File: src/rtl/hub75_pkg.sv
`default_nettype none
// ============================================================================
// Module      : hub75_pkg
// Description : Shared HUB75 types: capture state encoding, colour-bit and
//               row-address ordering used by both bus endpoints.
// Revision    : 1.0 - initial release
// ============================================================================
package hub75_pkg;

    typedef enum logic [1:0] {
        ST_IDLE  = 2'd0,
        ST_ARMED = 2'd1,
        ST_DUMP  = 2'd2
    } state_t;

    localparam int C_COLOUR_W = 6;

    // Colour bits travel as {R1,G1,B1,R2,G2,B2}: upper segment in the MSBs.
    function automatic logic [C_COLOUR_W-1:0] pack_colour(
        input logic r1, input logic g1, input logic b1,
        input logic r2, input logic g2, input logic b2
    );
        return {r1, g1, b1, r2, g2, b2};
    endfunction

    // Row address: A is the MSB.
    function automatic logic [3:0] row_addr(
        input logic a, input logic b, input logic c, input logic d
    );
        return {a, b, c, d};
    endfunction

endpackage
`default_nettype wire

File: src/rtl/hub75_input_sync.sv
`default_nettype none
// ============================================================================
// Module      : hub75_input_sync
// Description : 2-FF synchroniser for HUB75 pins with rising-edge detection
//               on the shift clock and latch strobe.
// Revision    : 1.0 - initial release
// ============================================================================
module hub75_input_sync #(
    parameter int WIDTH = 1
) (
    input  logic             clk,
    input  logic             rst,
    input  logic             i_clk_pin,
    input  logic             i_stb_pin,
    input  logic [WIDTH-1:0] i_data,
    output logic [WIDTH-1:0] o_data,
    output logic             o_clk_rise,
    output logic             o_stb_rise
);

    logic [WIDTH+1:0] r_meta;
    logic [WIDTH+1:0] r_sync;
    logic             r_clk_prev;
    logic             r_stb_prev;

    always_ff @(posedge clk or posedge rst) begin
        if (rst) begin
            r_meta     <= '0;
            r_sync     <= '0;
            r_clk_prev <= 1'b0;
            r_stb_prev <= 1'b0;
        end else begin
            r_meta     <= {i_clk_pin, i_stb_pin, i_data};
            r_sync     <= r_meta;
            r_clk_prev <= r_sync[WIDTH+1];
            r_stb_prev <= r_sync[WIDTH];
        end
    end

    assign o_data     = r_sync[WIDTH-1:0];
    assign o_clk_rise = r_sync[WIDTH+1] & ~r_clk_prev;
    assign o_stb_rise = r_sync[WIDTH]   & ~r_stb_prev;

endmodule
`default_nettype wire

File: src/rtl/hub75_capture.sv
`default_nettype none
// ============================================================================
// Module      : hub75_capture
// Description : HUB75 receive monitor. Rebuilds each latched row/bit-plane,
//               dumps it to a capture memory and measures OE on-time.
// Revision    : 1.0 - initial release
// ============================================================================
module hub75_capture
    import hub75_pkg::*;
#(
    parameter  int HPIXEL_P     = 64,
    parameter  int ROWS_P       = 16,
    parameter  int BPP_P        = 8,
    parameter  int CNT_WIDTH_P  = 16,
    localparam int ADDR_WIDTH_P = $clog2(ROWS_P) + $clog2(BPP_P) + $clog2(HPIXEL_P)
) (
    input  logic                    clk,
    input  logic                    rst,
    input  logic                    i_enable,
    input  logic                    O_CLK,
    input  logic                    STB,
    input  logic                    OE,
    input  logic                    A,
    input  logic                    B,
    input  logic                    C,
    input  logic                    D,
    input  logic                    R1,
    input  logic                    G1,
    input  logic                    B1,
    input  logic                    R2,
    input  logic                    G2,
    input  logic                    B2,
    output logic                    o_wr_en,
    output logic [ADDR_WIDTH_P-1:0] o_wr_addr,
    output logic [5:0]              o_wr_data,
    output logic [CNT_WIDTH_P-1:0]  o_on_cycles,
    output logic                    o_on_valid,
    output logic                    o_short_row,
    output logic                    o_overrun
);

    localparam int ROW_W   = $clog2(ROWS_P);
    localparam int PLANE_W = $clog2(BPP_P);
    localparam int COL_W   = $clog2(HPIXEL_P);
    localparam int SHC_W   = $clog2(HPIXEL_P + 1);
    localparam int SHIFT_W = C_COLOUR_W * HPIXEL_P;
    localparam int SYNC_W  = 1 + 4 + C_COLOUR_W;

    localparam logic [SHC_W-1:0]   C_SH_FULL    = SHC_W'(HPIXEL_P);
    localparam logic [COL_W-1:0]   C_COL_LAST   = COL_W'(HPIXEL_P - 1);
    localparam logic [PLANE_W-1:0] C_PLANE_LAST = PLANE_W'(BPP_P - 1);

    logic [SYNC_W-1:0]     w_sync;
    logic                  w_clk_rise;
    logic                  w_stb_rise;
    logic                  w_oe;
    logic [ROW_W-1:0]      w_row;
    logic [C_COLOUR_W-1:0] w_colour;

    state_t                r_state;
    state_t                w_state_next;
    logic                  w_active;
    logic                  w_arm;
    logic                  w_latch;
    logic                  w_drop;

    logic [SHIFT_W-1:0]    r_shift;
    logic [SHIFT_W-1:0]    w_shift_next;
    logic [SHC_W-1:0]      r_sh_cnt;
    logic [SHC_W-1:0]      w_sh_cnt_next;
    logic [SHIFT_W-1:0]    r_shadow;
    logic [ROW_W-1:0]      r_row;
    logic [PLANE_W-1:0]    r_plane;
    logic [PLANE_W-1:0]    w_plane_next;
    logic                  r_latched;
    logic [COL_W-1:0]      r_col;
    logic [CNT_WIDTH_P-1:0] r_oe_cnt;
    logic [CNT_WIDTH_P-1:0] w_oe_inc;
    logic                  r_on_seen;

    hub75_input_sync #(
        .WIDTH (SYNC_W)
    ) u_sync (
        .clk        (clk),
        .rst        (rst),
        .i_clk_pin  (O_CLK),
        .i_stb_pin  (STB),
        .i_data     ({OE, A, B, C, D, pack_colour(R1, G1, B1, R2, G2, B2)}),
        .o_data     (w_sync),
        .o_clk_rise (w_clk_rise),
        .o_stb_rise (w_stb_rise)
    );

    assign w_oe     = w_sync[SYNC_W-1];
    assign w_row    = ROW_W'(row_addr(w_sync[9], w_sync[8], w_sync[7], w_sync[6]));
    assign w_colour = w_sync[C_COLOUR_W-1:0];

    // ---------------------------------------------------------------- FSM
    always_ff @(posedge clk or posedge rst) begin
        if (rst) r_state <= ST_IDLE;
        else     r_state <= w_state_next;
    end

    always_comb begin
        w_state_next = r_state;
        case (r_state)
            ST_IDLE:  if (i_enable) w_state_next = ST_ARMED;
            ST_ARMED: begin
                if (!i_enable)      w_state_next = ST_IDLE;
                else if (w_stb_rise) w_state_next = ST_DUMP;
            end
            ST_DUMP:  if (r_col == C_COL_LAST) w_state_next = i_enable ? ST_ARMED : ST_IDLE;
            default:  w_state_next = ST_IDLE;
        endcase
    end

    always_comb begin
        o_wr_en  = (r_state == ST_DUMP);
        w_active = (r_state != ST_IDLE);
        w_arm    = (r_state == ST_IDLE) && i_enable;
        w_latch  = (r_state == ST_ARMED) && i_enable && w_stb_rise;
        w_drop   = (r_state == ST_DUMP) && w_stb_rise;
    end

    // ---------------------------------------------------------- shift path
    // A shift coincident with a strobe lands before the shadow copy.
    assign w_shift_next  = w_clk_rise ? {r_shift[SHIFT_W-C_COLOUR_W-1:0], w_colour} : r_shift;
    assign w_sh_cnt_next = (w_clk_rise && r_sh_cnt != C_SH_FULL) ? r_sh_cnt + 1'b1 : r_sh_cnt;

    always_ff @(posedge clk or posedge rst) begin
        if (rst) begin
            r_shift  <= '0;
            r_sh_cnt <= '0;
        end else begin
            r_shift  <= w_shift_next;
            r_sh_cnt <= w_stb_rise ? '0 : w_sh_cnt_next;
        end
    end

    // ---------------------------------------------------------- latch path
    always_comb begin
        w_plane_next = '0;
        if (r_latched && w_row == r_row)
            w_plane_next = (r_plane == C_PLANE_LAST) ? r_plane : r_plane + 1'b1;
    end

    always_ff @(posedge clk or posedge rst) begin
        if (rst) begin
            r_shadow    <= '0;
            r_row       <= '0;
            r_plane     <= '0;
            r_latched   <= 1'b0;
            r_col       <= '0;
            o_short_row <= 1'b0;
            o_overrun   <= 1'b0;
        end else begin
            if (w_latch) begin
                r_shadow  <= w_shift_next;
                r_row     <= w_row;
                r_plane   <= w_plane_next;
                r_latched <= 1'b1;
                r_col     <= '0;
            end else if (o_wr_en) begin
                r_col     <= r_col + 1'b1;
            end
            if (w_arm) begin
                r_latched   <= 1'b0;
                o_short_row <= 1'b0;
                o_overrun   <= 1'b0;
            end else begin
                if (w_latch && w_sh_cnt_next < C_SH_FULL) o_short_row <= 1'b1;
                if (w_drop)                                o_overrun   <= 1'b1;
            end
        end
    end

    assign o_wr_addr = {r_row, r_plane, r_col};
    assign o_wr_data = r_shadow[int'(r_col) * C_COLOUR_W +: C_COLOUR_W];

    // ------------------------------------------------------ OE on-time
    // The strobe cycle's own increment is part of the reported value.
    assign w_oe_inc = (w_active && !w_oe && r_oe_cnt != '1) ? r_oe_cnt + 1'b1 : r_oe_cnt;

    always_ff @(posedge clk or posedge rst) begin
        if (rst) begin
            r_oe_cnt  <= '0;
            r_on_seen <= 1'b0;
        end else if (!w_active) begin
            r_oe_cnt  <= '0;
            r_on_seen <= 1'b0;
        end else begin
            r_oe_cnt  <= w_stb_rise ? '0 : w_oe_inc;
            if (w_stb_rise) r_on_seen <= 1'b1;
        end
    end

    assign o_on_valid  = w_active && w_stb_rise && r_on_seen;
    assign o_on_cycles = o_on_valid ? w_oe_inc : '0;

endmodule
`default_nettype wire

File: config.mk
export PLATFORM = sky130hd
export DESIGN_NAME = hub75_capture
export DESIGN_NICKNAME = d
export VERILOG_FILES = /design/src/rtl/hub75_pkg.sv /design/src/rtl/hub75_input_sync.sv /design/src/rtl/hub75_capture.sv
export SDC_FILE = /design/constraint.sdc
export NUM_CORES = 2
export LEC_CHECK = 0
export ABC_AREA = 1
export CORE_MARGIN = 10
export CORE_UTILIZATION = 56
export DETAILED_ROUTE_END_ITERATION = 8
export HOLD_SLACK_MARGIN = 0.06
export PLACE_DENSITY = 0.83
export SLEW_MARGIN = 20
export SYNTH_ARGS = -nofsm -noshare
export SYNTH_HDL_FRONTEND = slang
export SYNTH_SLANG_ARGS = --single-unit
File: constraint.sdc
create_clock -name clk -period 28.4 [get_ports clk]
set_input_delay 5.68 -clock clk [delete_from_list [all_inputs] [get_ports clk]]
set_output_delay 5.68 -clock clk [all_outputs]
set_load 0.05 [all_outputs]
==> key figures <==
Global routing
  • Congestion Overflow GR: 0
  • Number of global-route vias before repair: approximately 27,000
  • Tot GR Track Use: 21.7%
  • Global-route wire length before repair: approximately 130 mm
  • Initial antenna violation count: 0
  • Largest net degree at the start of global routing: 234

Detailed routing
  • Total length of routed met3 wires: around 4.9 mm
  • Avg WL per Cell: 16.1 um
  • Vias: 27,900
  • Met2 routed WL: approximately 38 mm
  • Top routing layer in use: met4
  • Residual DRC count: 0
  • Vias per cell: approximately 5.7
  • DRT Pass-1 Iters: 8
  • Total wire length: about 79 mm
  • Wl on met1: 34.8 mm
  • Drt first-iter violations: approximately 2,700
  • Detail Route Antenna Nets: 0

STA
  • Peak Freq: ~93 MHz
  • Final worst slack: 17.64 ns
  • Total negative slack: 0 ns
  • Rel. slew slack: 16.7%
  • Crit share post-route: a little under two fifths
  • Fin. Hold Viols: 0
  • Worst-Margin Slew: about 1.2 ns
  • RSZ-0062 raised after global routing: false
  • Clock skew: just over 0.03 ns
  • # setup viols final: 0
  • Post-layout min period: 10.76 ns
  • Slew Limit Fails: 0

Logic synthesis
  • Post-synthesis simple-gate area fraction: 27.8%
  • Register bit total from synthesis: about 840
  • Mapped Area: ~35,000 um2
  • Proportion of synthesized area in mux cells: 0%
  • Distinct cell type count after synthesis: 28
  • Syn nets: 4,136
  • Compound-cell area share of the yosys netlist: 7.90%
  • Syn_area_per_cell: between 8 and 9 um2
  • Register area share after synthesis: just under 60%
  • Cells after Synth: around 4,100
  • Yosys Warn Count: 0
  • Largest family of logic cells by synthesized area: simple AND/OR/NAND/NOR gates
  • Post-Synth Adder-Cell Area: 0.213%
  • Post-Synth XOR/XNOR Area: less than 1%

Cells and area
  • Layout cells sized above 1: about 4.6%
  • Non-Filler Instances: roughly 4,900
  • Number of nets in the layout: roughly 4,000
  • Most frequent cells in the layout: 1,715 x nand2_1, 835 x dfrtp_1, 434 x nor2_1
  • # diodes: 0
  • Commonest non-fill, non-tap cell in the layout: nand2_1
  • Fillers: ~5,000
  • P&R area growth vs syn: 9.36%

Setup path
  • CP arrival: 5.08 ns
  • Worst path slowest cell: clkinv_2
  • Crit Path Max Fanout: between 50 and 60
  • WS Path Type: flop to output port
  • CP peak stage delay: just over 0.9 ns
  • R2r endpoint: r_shadow[177]$_DFFE_PP0P_
  • Critical path cell sequence: buf_4, clkinv_2, buf_4, nand3_1, nand3_1, nand3_1, nand2_1, nor2_1, nand2_1, nand2_1, clkdlybuf4s50_1
  • Critical R2R Launch: u_sync.r_sync[11]$_DFF_PP0_
  • Setup crit end kind: output port
  • Worst R2R Path Depth: 9
  • Register-to-register setup slack: around 24 ns
  • WP data required: between 20 and 25 ns
  • Startpoint Class: flop

Floorplan
  • Initial core utilization: between 50 and 60%
  • FP Rows: 91
  • Die Span Y: around 270 um
  • I/O pin cnt: 55
  • Full die area: 73,400 um2
  • Die width: ~270 um
  • Total core area: just over 60,000 um2

Place
  • Gpl congestion: roughly 0.8
  • Hpwl dp: ~43 mm
  • Setup WS pre-CTS: ~17 ns
  • Placed Cells: roughly 4,800
  • I/O Buffers: 54

CTS
  • Setup bufs post-CTS: 0
  • CTS root buffer: clkbuf_16
  • Worst-path clk slew: about 0.060 ns
  • CTS tree: built
  • Clock latency on the worst-skew pair: about 0.65 ns
  • H-tree levels: 3
  • CTS max path bufs: 3
  • Clock Sinks: approximately 840
  • Hold bufs inserted after CTS: 0
  • # resized after CTS: 0
  • TritonCTS Buffers: 83

Status
  • Status: completed

Pwr
  • PD cells: approximately 63 nW/um2
  • Leakage: roughly 19 nW
  • Maximum vdd drop: ~0.000052 V

Worst hold path
  • Hold endpoint: u_sync.r_sync[4]$_DFF_PP0_
  • Worst min path class: flop to flop
  • Min-delay src: u_sync.r_meta[4]$_DFF_PP0_
  • Hold Path Depth: 0

Flow run
  • # Max-Cap Violations: 0
-- logic make-up after synthesis --
family | Yosys count
AO/OA/AOI/OAI | 463
XOR/XNOR | 13
adder cells (fa/ha/maj) | 6
buffers and inverters | 311
flip-flops | 838
AND/OR/NAND/NOR | 2483
-- cell usage after synthesis (all sizes together) --
master	number	share of area, %
nor3	8	0.15
a21oi	62	0.88
nand3	305	4.4
dfrtp	838	59
inv	54	0.57
a31oi	372	6.6
nor2	437	4.7
o21ai	28	0.40
xor2	7	0.17
clkbuf	50	0.53
buf	207	3.2
nand4	7	0.12
xnor2	6	0.15
ha	6	0.21
nand3b	2	0.043
nand2	1724	18
o221ai	1	0.025
-- how the worst max path moves through the flow --
stage	endpoint	slack [ns]	from
after floorplan	o_overrun$_DFFE_PP0P_	11.21	rst
after global placement	r_shadow[217]$_DFFE_PP0P_	17.32	rst
after detailed placement	r_shift[197]$_DFF_PP0_	17.27	rst
after CTS	o_wr_data[5]	17.67	r_col[1]$_DFFE_PP0P_
after global routing	r_shadow[152]$_DFFE_PP0P_	17.37	rst
final	o_wr_data[0]	17.64	r_col[1]$_DFFE_PP0P_
-- cell type report --
class / instances / area, um2 / area share [%]
Clock buffer: 128 / 2540 / 6.58
Clock inverter: 22 / 185 / 0.480
Inverter: 54 / 221 / 0.574
Multi-Input combinational cell: 2965 / 12800 / 33.1
Sequential cell: 838 / 21000 / 54.4
Tap cell: 837 / 1050 / 2.72
Timing Repair Buffer: 85 / 811 / 2.10
-- power by group --
| part | switching (mW) | total [mW] | internal (mW) |
|---|---|---|---|
| Sequential | 0.0177 | 1.24 | 1.22 |
| Combinational | 0.0713 | 0.0912 | 0.0200 |
| Clock | 0.458 | 1.09 | 0.634 |
| Total | 0.546 | 2.42 | 1.88 |
-- registers in the layout, summed over array words and instances (netlist names) --
register	cells
o_short_row	1
u_sync.r_clk_prev	1
r_shadow	384
r_on_seen	1
r_plane	3
r_state	2
r_shift	384
u_sync.r_meta	13
u_sync.r_stb_prev	1
u_sync.r_sync	13
r_latched	1
r_sh_cnt	7
r_col	6
o_overrun	1
r_row	4
r_oe_cnt	16
-- critical path: cells and delay by family (launching register included) --
family / cells / cell delay (ns)
buffers and inverters: 4 / 3.11
DFF: 1 / 0.39
and+or+nand+nor: 7 / 0.91
-- through the flow --
stage          hold WS (ns)  area (um2)  power, mW  util (%)
2_1_floorplan         0.331       35300       1.33         -
3_3_place_gp          0.332       35800       1.35      57.8
3_5_place_dp          0.335       35800       1.36      57.8
4_1_cts               0.348       38600       2.44      62.1
5_1_grt               0.353       38600       2.51      62.1
6_report              0.344       38600       2.42      62.1
-- layer usage --
metal / up-vias / global-route usage (%)
met2: 846 / 35.6
met5: - / 0
met4: 0 / 6.67
met1: 13600 / 29.2
li1: 13300 / -
met3: 148 / 3.76
(Power assumes the default switching activity.)
